$ cat src/rtl/tc_digital_io_ctrl.sv
// Core-side controller for a tc_digital_io pad: sequences direction changes through a hi-Z
// turnaround window, registers pad configuration and synchronises/filters returned pad data.
module tc_digital_io_ctrl #(
  parameter int unsigned TURNAROUND_CYCLES = 2,
  parameter int unsigned SYNC_STAGES       = 2,
  parameter int unsigned FILTER_DEPTH      = 3
) (
  input  logic       clk_i,
  input  logic       rst_i,
  input  logic       dir_out_i,
  input  logic       out_data_i,
  input  logic [3:0] cfg_drv_i,
  input  logic [1:0] cfg_pull_i,
  output logic       in_data_o,
  output logic       in_valid_o,
  output logic       in_edge_o,
  output logic       out_active_o,
  output logic       busy_o,
  output logic       pad_data_o,
  input  logic       pad_data_i,
  output logic       pad_oe_no,
  output logic [3:0] pad_drv_o,
  output logic       pad_pu_o,
  output logic       pad_pd_o
);

  localparam int unsigned SettleCycles = SYNC_STAGES + FILTER_DEPTH;
  localparam int unsigned TaW  = (TURNAROUND_CYCLES > 0) ? $clog2(TURNAROUND_CYCLES + 1) : 1;
  localparam int unsigned FltW = (FILTER_DEPTH > 1) ? $clog2(FILTER_DEPTH) : 1;
  localparam int unsigned SetW = $clog2(SettleCycles + 1);
  localparam logic [TaW-1:0] TaLoad = TaW'(TURNAROUND_CYCLES);

  typedef enum logic [1:0] {StIn, StTurnOut, StOut, StTurnIn} state_e;

  state_e            state_q, state_d;
  logic [TaW-1:0]    ta_cnt_q, ta_cnt_d;
  logic [SYNC_STAGES-1:0] sync_q;
  logic [FltW-1:0]   flt_cnt_q;
  logic [SetW-1:0]   settle_q;
  logic              sample;
  logic              flt_update;

  always_comb begin
    state_d  = state_q;
    ta_cnt_d = ta_cnt_q;
    unique case (state_q)
      StIn: begin
        if (dir_out_i) begin
          if (TURNAROUND_CYCLES == 0) begin
            state_d = StOut;
          end else begin
            state_d  = StTurnOut;
            ta_cnt_d = TaLoad;
          end
        end
      end
      StTurnOut: begin
        // Withdrawn request aborts before the pad is ever driven.
        if (!dir_out_i) begin
          state_d = StIn;
        end else if (ta_cnt_q <= TaW'(1)) begin
          state_d = StOut;
        end else begin
          ta_cnt_d = ta_cnt_q - TaW'(1);
        end
      end
      StOut: begin
        if (!dir_out_i) begin
          if (TURNAROUND_CYCLES == 0) begin
            state_d = StIn;
          end else begin
            state_d  = StTurnIn;
            ta_cnt_d = TaLoad;
          end
        end
      end
      StTurnIn: begin
        if (dir_out_i) begin
          state_d  = StTurnOut;
          ta_cnt_d = TaLoad;
        end else if (ta_cnt_q <= TaW'(1)) begin
          state_d = StIn;
        end else begin
          ta_cnt_d = ta_cnt_q - TaW'(1);
        end
      end
      default: state_d = StIn;
    endcase
  end

  always_ff @(posedge clk_i) begin
    if (rst_i) begin
      state_q  <= StIn;
      ta_cnt_q <= '0;
    end else begin
      state_q  <= state_d;
      ta_cnt_q <= ta_cnt_d;
    end
  end

  // Pad-side outputs follow the state register one edge later.
  always_ff @(posedge clk_i) begin
    if (rst_i) begin
      pad_oe_no    <= 1'b1;
      out_active_o <= 1'b0;
      busy_o       <= 1'b0;
      pad_pu_o     <= 1'b0;
      pad_pd_o     <= 1'b0;
      pad_drv_o    <= 4'h0;
      pad_data_o   <= 1'b0;
    end else begin
      pad_oe_no    <= (state_q != StOut);
      out_active_o <= (state_q == StOut);
      busy_o       <= (state_q == StTurnOut) || (state_q == StTurnIn);
      pad_pu_o     <= (cfg_pull_i == 2'b01) && (state_q != StOut);
      pad_pd_o     <= (cfg_pull_i == 2'b10) && (state_q != StOut);
      pad_drv_o    <= cfg_drv_i;
      if (out_active_o) begin
        pad_data_o <= out_data_i;
      end
    end
  end

  assign sample     = sync_q[SYNC_STAGES-1];
  assign flt_update = (sample != in_data_o) && (flt_cnt_q == FltW'(FILTER_DEPTH - 1));

  always_ff @(posedge clk_i) begin
    if (rst_i) begin
      sync_q    <= '0;
      flt_cnt_q <= '0;
      in_data_o <= 1'b0;
      in_edge_o <= 1'b0;
    end else begin
      sync_q    <= {sync_q[SYNC_STAGES-2:0], pad_data_i};
      in_edge_o <= flt_update && in_valid_o;
      if (sample == in_data_o || flt_update) begin
        flt_cnt_q <= '0;
      end else begin
        flt_cnt_q <= flt_cnt_q + FltW'(1);
      end
      if (flt_update) begin
        in_data_o <= sample;
      end
    end
  end

  // Input data is only trusted once the sync/filter pipeline has refilled in input mode.
  always_ff @(posedge clk_i) begin
    if (rst_i) begin
      settle_q   <= '0;
      in_valid_o <= 1'b0;
    end else if (state_q != StIn) begin
      settle_q   <= '0;
      in_valid_o <= 1'b0;
    end else if (!in_valid_o) begin
      if (settle_q == SetW'(SettleCycles - 1)) begin
        in_valid_o <= 1'b1;
      end else begin
        settle_q <= settle_q + SetW'(1);
      end
    end
  end

endmodule

$ cat config.mk
export PLATFORM = sky130hd
export DESIGN_NAME = tc_digital_io_ctrl
export DESIGN_NICKNAME = d
export VERILOG_FILES = /design/src/rtl/tc_digital_io_ctrl.sv
export SDC_FILE = /design/constraint.sdc
export NUM_CORES = 1
export LEC_CHECK = 0
export ABC_AREA = 1
export BUFFER_PORTS_ARGS = -buffer_cell sky130_fd_sc_hd__buf_2
export CAP_MARGIN = 20
export CORE_MARGIN = 2
export CORE_UTILIZATION = 45
export DETAILED_ROUTE_END_ITERATION = 8
export PLACE_DENSITY = 0.73
export SLEW_MARGIN = 20
export SYNTH_ARGS = -nofsm -noshare
export SYNTH_HDL_FRONTEND = slang
export SYNTH_SLANG_ARGS = --single-unit
$ cat constraint.sdc
create_clock -name clk_i -period 4 [get_ports clk_i]
set_clock_uncertainty 0.2 [all_clocks]
set_input_delay 1.2 -clock clk_i [delete_from_list [all_inputs] [get_ports clk_i]]
set_output_delay 1.2 -clock clk_i [all_outputs]
set_load 0.02 [all_outputs]
Yosys cells after proc, flatten, opt, wreduce, memory -nomap -nowiden
Cells that the tools add are included.
{"block": "word_totals", "in_bits": 11, "elab_cells": 64, "regBits": 24, "out_inout_bits": 13}
{"block": "op_classes", "n_eq_ne": 15, "bitwise_logic": 2, "n_addsub": 3, "muxes": 15, "magnitude_cmp": 1, "n_reduce_logical": 13}
{"operator": "2-to-1 mux 2 bit", "count": 11}
{"operator": "case mux 2 bit (4 select lines)", "count": 2}
{"operator": "== test 2 bit (second input constant)", "count": 4}
{"operator": "inequality test 2 bit (second input constant)", "count": 4}
{"operator": "inequality test 3 bit (second input constant)", "count": 2}
{"operator": "== test 2 x 1 -> 1 bit (second input constant)", "count": 2}
{"operator": "logical AND 1 bit", "count": 4}
{"operator": "AND reduction 4 bit", "count": 1}
{"operator": "OR reduction 2 bit", "count": 2}
{"operator": "adder 3 x 1 -> 3 bit (second input constant)", "count": 1}
{"operator": "== test 3 bit (second input constant)", "count": 1}
{"operator": "AND reduction 3 bit", "count": 1}
{"operator": "adder 2 x 1 -> 2 bit (second input constant)", "count": 1}
{"operator": "less-or-equal comparator 2 x 1 -> 1 bit (second input constant)", "count": 1}
{"operator": "logical NOT 2 bit", "count": 1}
{"operator": "logical OR 1 bit", "count": 2}
{"operator": "2-to-1 mux 1 bit", "count": 2}
{"operator": "NOT 1 bit", "count": 2}
{"operator": "AND reduction 2 bit", "count": 1}
{"operator": "nonzero test 2 bit", "count": 1}
{"operator": "subtractor 2 x 1 -> 2 bit (second input constant)", "count": 1}
{"operator": "== test 1 bit", "count": 1}
{"operator": "inequality test 1 bit", "count": 1}

Depth between registers and ports, before layout
Gate-level depths: netlist of run 1.
{"block": "logic_depth", "ltp_word": 4, "depth_mapped": 7, "mapped_depth_nobuf": 7}

Least setup slack after synthesis of run 1
OpenSTA, ideal clock, no wires.
{"block": "synth_path", "path_kind": "input to register", "startpoint": "input port dir_out_i", "endpoint": "register ta_cnt_q[0]", "setup_slack_ps": 2075, "required_ps": 3686, "setup_time_ps": 114, "cell_stages": 5, "arrival_ps": 1612, "n_path_buf": 0, "path_cell_list": "nand2_1 -> o21ai_2 -> nand2_1 -> nand2_1 -> nor2_1"}
{"block": "synth_between", "elab_chain_len": 2, "elab_cells_between_ends": 6, "cone_classes": "eq/ne (3); mux (2); reduce/logical (1)"}
{"item": "from (decl)", "line_no": "10", "text": "input logic dir_out_i,"}
{"item": "2-to-1 mux 2 bit or inequality test 2 bit (tied branches)"}
{"item": "case mux 2 bit (4 select lines) or AND reduction 3 bit (tied branches)"}
{"item": "to (signal assigned)", "line_no": "97", "text": "ta_cnt_q <= ta_cnt_d;"}
{"item": "to (decl)", "line_no": "36", "text": "logic [TaW-1:0] ta_cnt_q, ta_cnt_d;"}
Parallel ways exist; a longest one is shown, timed or not.
A chain may end at the register's enable or synchronous reset.

Final worst setup path of run 1
{"block": "layout_path", "startpoint": "register in_data_o", "endpoint": "output port in_data_o"}
{"item": "from (decl)", "line_no": "14", "text": "output logic in_data_o,"}
{"item": "from (signal assigned)", "line_no": "142", "text": "in_data_o <= sample;"}
No word-level cell between the ends.

==> run metrics, run 1 <==
Via-to-Cell Ratio between 4 and 5; CP Capture Type primary output; Area Overhead vs Synth 19.9%; core region area ~1900 µm²; P_leak roughly 0.57 nW; period utilisation layout 57.5%; Inserted Clock Buffers 3; Pwr Density around 440 nW/µm²; RePlAce Congestion approximately 0.77; post-route core utilization between 50% and 60%; Post-synth EDFFs 0; First DRT Iteration DRCs 12; post-synthesis sequential area ratio between 50% and 60%; Worst Path Required between 2 and 3 ns; VDD IR-drop max 0.000261 V; Post-Syn Nets about 130; Port Buffer Count 23; row count 16; Yosys warning count 0; worst path cell trace buf_2; Hold Fails Final Rpt 0; Critical Path Max Stage Delay 0.40 ns; die width 48.8 µm; Clock Power Share 27.2%; top_reg_cell synth dfxtp_1; Synth Instances 110; Antenna Nets Post-Route 0; RSZ-0062 raised after global routing false; first-pass GRT wire length approximately 2.7 mm; worst hold path stage count 2; pin count of the biggest net entering global routing 14; vias 755; combinational share of power between 10% and 20%; cell family with most CP delay flip-flops; Synth area leader dfxtp_1; FFs w/ async S/R, synth 0%; CP Class reg -> out; maximum root-to-sink buffer count 2; hold_sp sync_q[0]; CP Max Fanout 3; Overflow after GRT 0; max-cap violations 0; Bufs and invs on worst path 1; CP max-delay cell dfxtp_1; DP HPWL 1.18 mm; worst-margin pin slew approximately 0.24 ns; Post-CTS Setup Bufs 0; aggregate negative setup slack 0 ns; Initial Util a little under half; Die ar. 2380 µm²; Slew HR around 84%; net switching power 0.000131 W; layout cells sized above 1 between 20% and 30%; switch share 27.9%; H-tree depth 1; drt first pass iters 4; Clock Pin Slew Worst Setup and Hold Paths approximately 0.13 ns; post-synthesis cell area 905 µm²; status finished clean; flops & latches, synth 24; reg2reg end settle_q[2]; io pins 24; most common cell in the netlist dfxtp_1; GR Util All Layers 14.8%; DRC 0; final setup vio count 0; startpoint types register; FILL cells approximately 180; Routed WL about 1.5 mm; CTS resizes 0; later-pin clock latency in the skew report 0.32 ns; vias in the first global route between 600 and 700; top cell type's share of synthesized area between 50% and 60%; Peak Freq ~430 MHz; R2R setup slack between 2 and 3 ns; Pins Over Slew Limit 0; final net count roughly 150; initial antenna violation count 0; hold_buf cts 0; Netlist cell types 18; Clock Sink Count 24; drt wl/cell approximately 9.5 µm; Internal ~0.00034 W; hold worst-path end sync_q[1]; Register-to-Register Path Depth 7; Synth Area per Inst 8.22 µm²; antenna cells 0; Worst Path Arrival roughly 0.90 ns; CTS Root Cell clkbuf_4; minimum clock period roughly 2.3 ns; Worst Hold Class reg -> reg; Die Span Y around 49 µm; commonest cells in the synthesized netlist dfxtp_1 (24), inv_1 (20), nor2_1 (20); largest cells by area after synthesis dfxtp_1 (53%), inv_1 (8.3%), nor2_1 (8.3%), ha_1 (6.9%), nand2_1 (5.4%); r2r startpoint settle_q[0]; TritonCTS clock tree done; Sequential Power Share between 50% and 60%
cells by family after synthesis:
logic type                 Yosys count  synth area share [%]
adders and majority gates            5                  6.92
AOI/OAI and AO/OA                   12                  7.33
xor gates and xnor gates             1                 0.968
DFF                                 24                  53.1
buffers and inverters               23                  9.68
and+or+nand+nor                     45                  22.0
metal layers:
| layer | GRT usage (%) | wire (µm) |
|---|---|---|
| met5 | 0 | 0 |
| met4 | 10.0 | 42 |
| met3 | 3.99 | 118 |
| met2 | 23.5 | 695 |
| met1 | 17.4 | 692 |
power groups by stage:
stage	clock (W)	sequential (W)	combinational, W
floorplan	0	0.000280	0.0000468
global placement	0	0.000273	0.0000736
detailed placement	0	0.000274	0.0000762
CTS	0.000131	0.000268	0.0000769
global route	0.000139	0.000271	0.0000872
finish	0.000128	0.000268	0.0000757
area by class of cell:
cell class / count / area [µm²] / share of cell area [%]
inverters: 22 / 82.6 / 7.61
flip-flops and latches: 24 / 480 / 44.3
clock buffers: 4 / 36.3 / 3.34
multi-input cells: 63 / 337 / 31.0
well taps: 27 / 33.8 / 3.11
repair buffers: 23 / 115 / 10.6
through the flow:
stage | std cells | power, W | instance area [µm²] | worst slack (ns) | hold WS [ns]
after floorplan | 110 | 0.000327 | 905 | 2.07 | 0.188
after global placement | 159 | 0.000347 | 1050 | 1.80 | 0.196
after detailed placement | 159 | 0.000350 | 1050 | 1.76 | 0.193
after CTS | 163 | 0.000476 | 1080 | 1.69 | 0.211
after global routing | 163 | 0.000497 | 1080 | 1.68 | 0.237
final | 163 | 0.000472 | 1080 | 1.70 | 0.211
worst min-delay path, stage by stage (launching register included):
cell and delay (ns):
dfxtp_1 0.32, inv_1 0.04, nor2_1 0.03
registers in the layout, indices dropped and copies added (netlist names), named ones only:
register,cells
in_data_o,1
pad_data_o,1
out_active_o,1
pad_pd_o,1
ta_cnt_q,2
pad_oe_no,1
flt_cnt_q,2
state_q,1
pad_pu_o,1
busy_o,1
settle_q,3
pad_drv_o,4
sync_q,2
in_valid_o,1
in_edge_o,1
worst max-delay path by stage:
stage / start / end / slack (ns) / cells past startpoint
2_1_floorplan: dir_out_i / ta_cnt_q[0] / 2.07 / 5
3_3_place_gp: rst_i / settle_q[1] / 1.80 / 4
3_5_place_dp: rst_i / settle_q[1] / 1.76 / 4
4_1_cts: in_data_o / in_data_o / 1.69 / 1
5_1_grt: in_data_o / in_data_o / 1.68 / 1
6_report: in_data_o / in_data_o / 1.70 / 1
cell usage in the layout, fill, tap and decap left out, drive strengths merged:
| cell | count |
|---|---|
| a21oi | 8 |
| dfxtp | 24 |
| inv | 21 |
| xor2 | 1 |
| o21ai | 3 |
| buf | 23 |
| a211oi | 1 |
| ha | 5 |
| clkinv | 1 |
| nor4 | 1 |
| nand2 | 14 |
| nand3 | 9 |
| nor2 | 20 |
| clkbuf | 4 |
| nor3b | 1 |
Power figures use the tool's default switching activity.
==> inputs of run 2 (changes only) <==
==> constraint.sdc (replaced) <==
create_clock -name clk_i -period 2.4 [get_ports clk_i]
set_clock_uncertainty 0.2 [all_clocks]
set_input_delay 0.72 -clock clk_i [delete_from_list [all_inputs] [get_ports clk_i]]
set_output_delay 0.72 -clock clk_i [all_outputs]
set_load 0.02 [all_outputs]
==> run 2 against run 1 <==
  * Critical path type unchanged
  * Sequential power grew 67%
  * Largest cell class unchanged
  * Worst setup slack lost 1.1 ns
  * Critical endpoint unchanged
  * Flip-flop and latch count is the same
  * Via count shrank 2.0%
==> run metrics, run 2 (synthesis results as in run 1) <==
post-route core utilization 56.4% (unchanged); most common cell after layout, fill and taps aside dfxtp_1; Die Span Y 48.8 µm (unchanged); VDD IR-drop max 0.000373 V (+43%); aggregate negative setup slack 0 ns (unchanged); Bufs and invs on worst path 1 (unchanged); Overflow after GRT 0 (unchanged); initial antenna violation count 0 (unchanged); vias in the first global route 668 (+2.8%); P_leak 0.571 nW (unchanged); First DRT Iteration DRCs 4 (-8); Via-to-Cell Ratio 4.54 (-2.0%); GR Util All Layers 14.4% (-0.39 points); Worst Path Arrival 0.87 ns (-0.03 ns); hold worst-path end sync_q[1]; Routed WL 1.51 mm (-2.4%); reg2reg end settle_q[2]; drt first pass iters 4 (unchanged); final setup vio count 0 (unchanged); Critical Path Max Stage Delay 0.38 ns (-0.02 ns); Clock Sink Count 24 (unchanged); worst path cell trace buf_2; Clock Pin Slew Worst Setup and Hold Paths 0.12 ns (about the same); Pwr Density 718 nW/µm² (+65%); drt wl/cell 9.28 µm (-2.4%); Area Overhead vs Synth 19.9% (unchanged); Biggest register pad_drv_o; RePlAce Congestion 0.766 (about the same); R2R setup slack 1.01 ns (-1.62 ns); maximum root-to-sink buffer count 2 (unchanged); pin count of the biggest net entering global routing 14 (unchanged); startpoint types register; RSZ-0062 raised after global routing false; hold_sp sync_q[0]; period utilisation layout between 70% and 80%; Port Buffer Count 23 (unchanged); Hold Fails Final Rpt 0 (unchanged); layout cells sized above 1 23.5% (unchanged); later-pin clock latency in the skew report 0.31 ns (about the same); antenna cells 0 (unchanged); CP max-delay cell dfxtp_1; Worst Hold Class reg -> reg; CP Capture Type primary output; Slew HR 84.4% (+0.29 points); worst-margin pin slew 0.233 ns (-0.00437 ns); row count 16 (unchanged); io pins 24 (unchanged); final net count 153 (unchanged); CP Class reg -> out; Antenna Nets Post-Route 0 (unchanged); biggest regs pad_drv_o: 4 flops, settle_q: 3 flops; worst hold slack 0.210 ns (-0.00108 ns); DP HPWL 1.18 mm (-0.19%); Die ar. 2380 µm² (unchanged); number of flip-flops under the largest register name 4 (unchanged); Inserted Clock Buffers 3 (unchanged); first-pass GRT wire length 2.66 mm (-1.3%); worst hold path stage count 2 (unchanged); cell family with most CP delay flip-flops; core region area 1920 µm² (unchanged); vias 740 (-2.0%); Peak Freq between 500 and 600 MHz; FF+latch area 480 µm² (unchanged); CTS Root Cell clkbuf_4; FILL cells 180 (+2.3%); Worst path depth 1 (unchanged); most frequent cells in the layout dfxtp_1 (24), buf_2 (23), inv_1 (20), nor2_1 (20), nand2_1 (13); hold_buf cts 0 (unchanged); H-tree depth 1 (unchanged); CP Max Fanout 3 (unchanged); Worst Path Required 1.48 ns (-1.12 ns); multi-input logic area 337 µm² (unchanged); die width 48.8 µm (unchanged); minimum clock period about 1.8 ns; status finished clean; Register-to-Register Path Depth 7 (unchanged); max-cap violations 0 (unchanged); Post-CTS Setup Bufs 0 (unchanged); r2r startpoint settle_q[0]; Pins Over Slew Limit 0 (unchanged); Initial Util 47.1% (unchanged); DRC 0 (unchanged); TritonCTS clock tree done; CTS resizes 0 (unchanged)
==> run 2: cell counts in the layout (fill, tap and decap cells not counted) <==
Identical to the previous run, type by type.
==> run 2: routing by layer <==
metal,vias up,track usage [%],share of wire (%)
met5,-,0,0
met4,0,7.14,2.3
met3,5,3.37,6.0
met2,24,24.9,48
met1,321,16.6,44
li1,390,-,-
==> run 2: final cells by class <==
type / instances / share of cell area, %
clock buffers: 4 / 3.34
inverters: 22 / 7.61
multi-input cells: 63 / 31.0
flip-flops and latches: 24 / 44.3
well taps: 27 / 3.11
repair buffers: 23 / 10.6
==> run 2: power breakdown <==
| part | switching [W] | internal [W] | total [W] | leakage (nW) |
|---|---|---|---|---|
| clock network | 0.000112 | 0.0000927 | 0.000205 | 0.0210 |
| logic | 0.0000795 | 0.0000470 | 0.000126 | 0.353 |
| registers | 0.0000194 | 0.000428 | 0.000447 | 0.197 |
| total | 0.000211 | 0.000568 | 0.000779 | 0.571 |
==> run 2: per-stage QoR <==
step	power (W)	instance area [µm²]	setup slack [ns]	cells
floorplan	0.000545	905	0.955	110
global placement	0.000578	1050	0.679	159
detailed placement	0.000583	1050	0.633	159
CTS	0.000792	1080	0.589	163
global route	0.000826	1080	0.568	163
finish	0.000779	1080	0.608	163
==> run 2: worst max-delay path by stage <==
stage	from	slack [ns]	end
after global routing	in_data_o	0.57	in_data_o
final	in_data_o	0.61	in_data_o
after global placement	rst_i	0.68	settle_q[1]
after CTS	in_data_o	0.59	in_data_o
after detailed placement	rst_i	0.63	settle_q[2]
after floorplan	dir_out_i	0.95	ta_cnt_q[0]
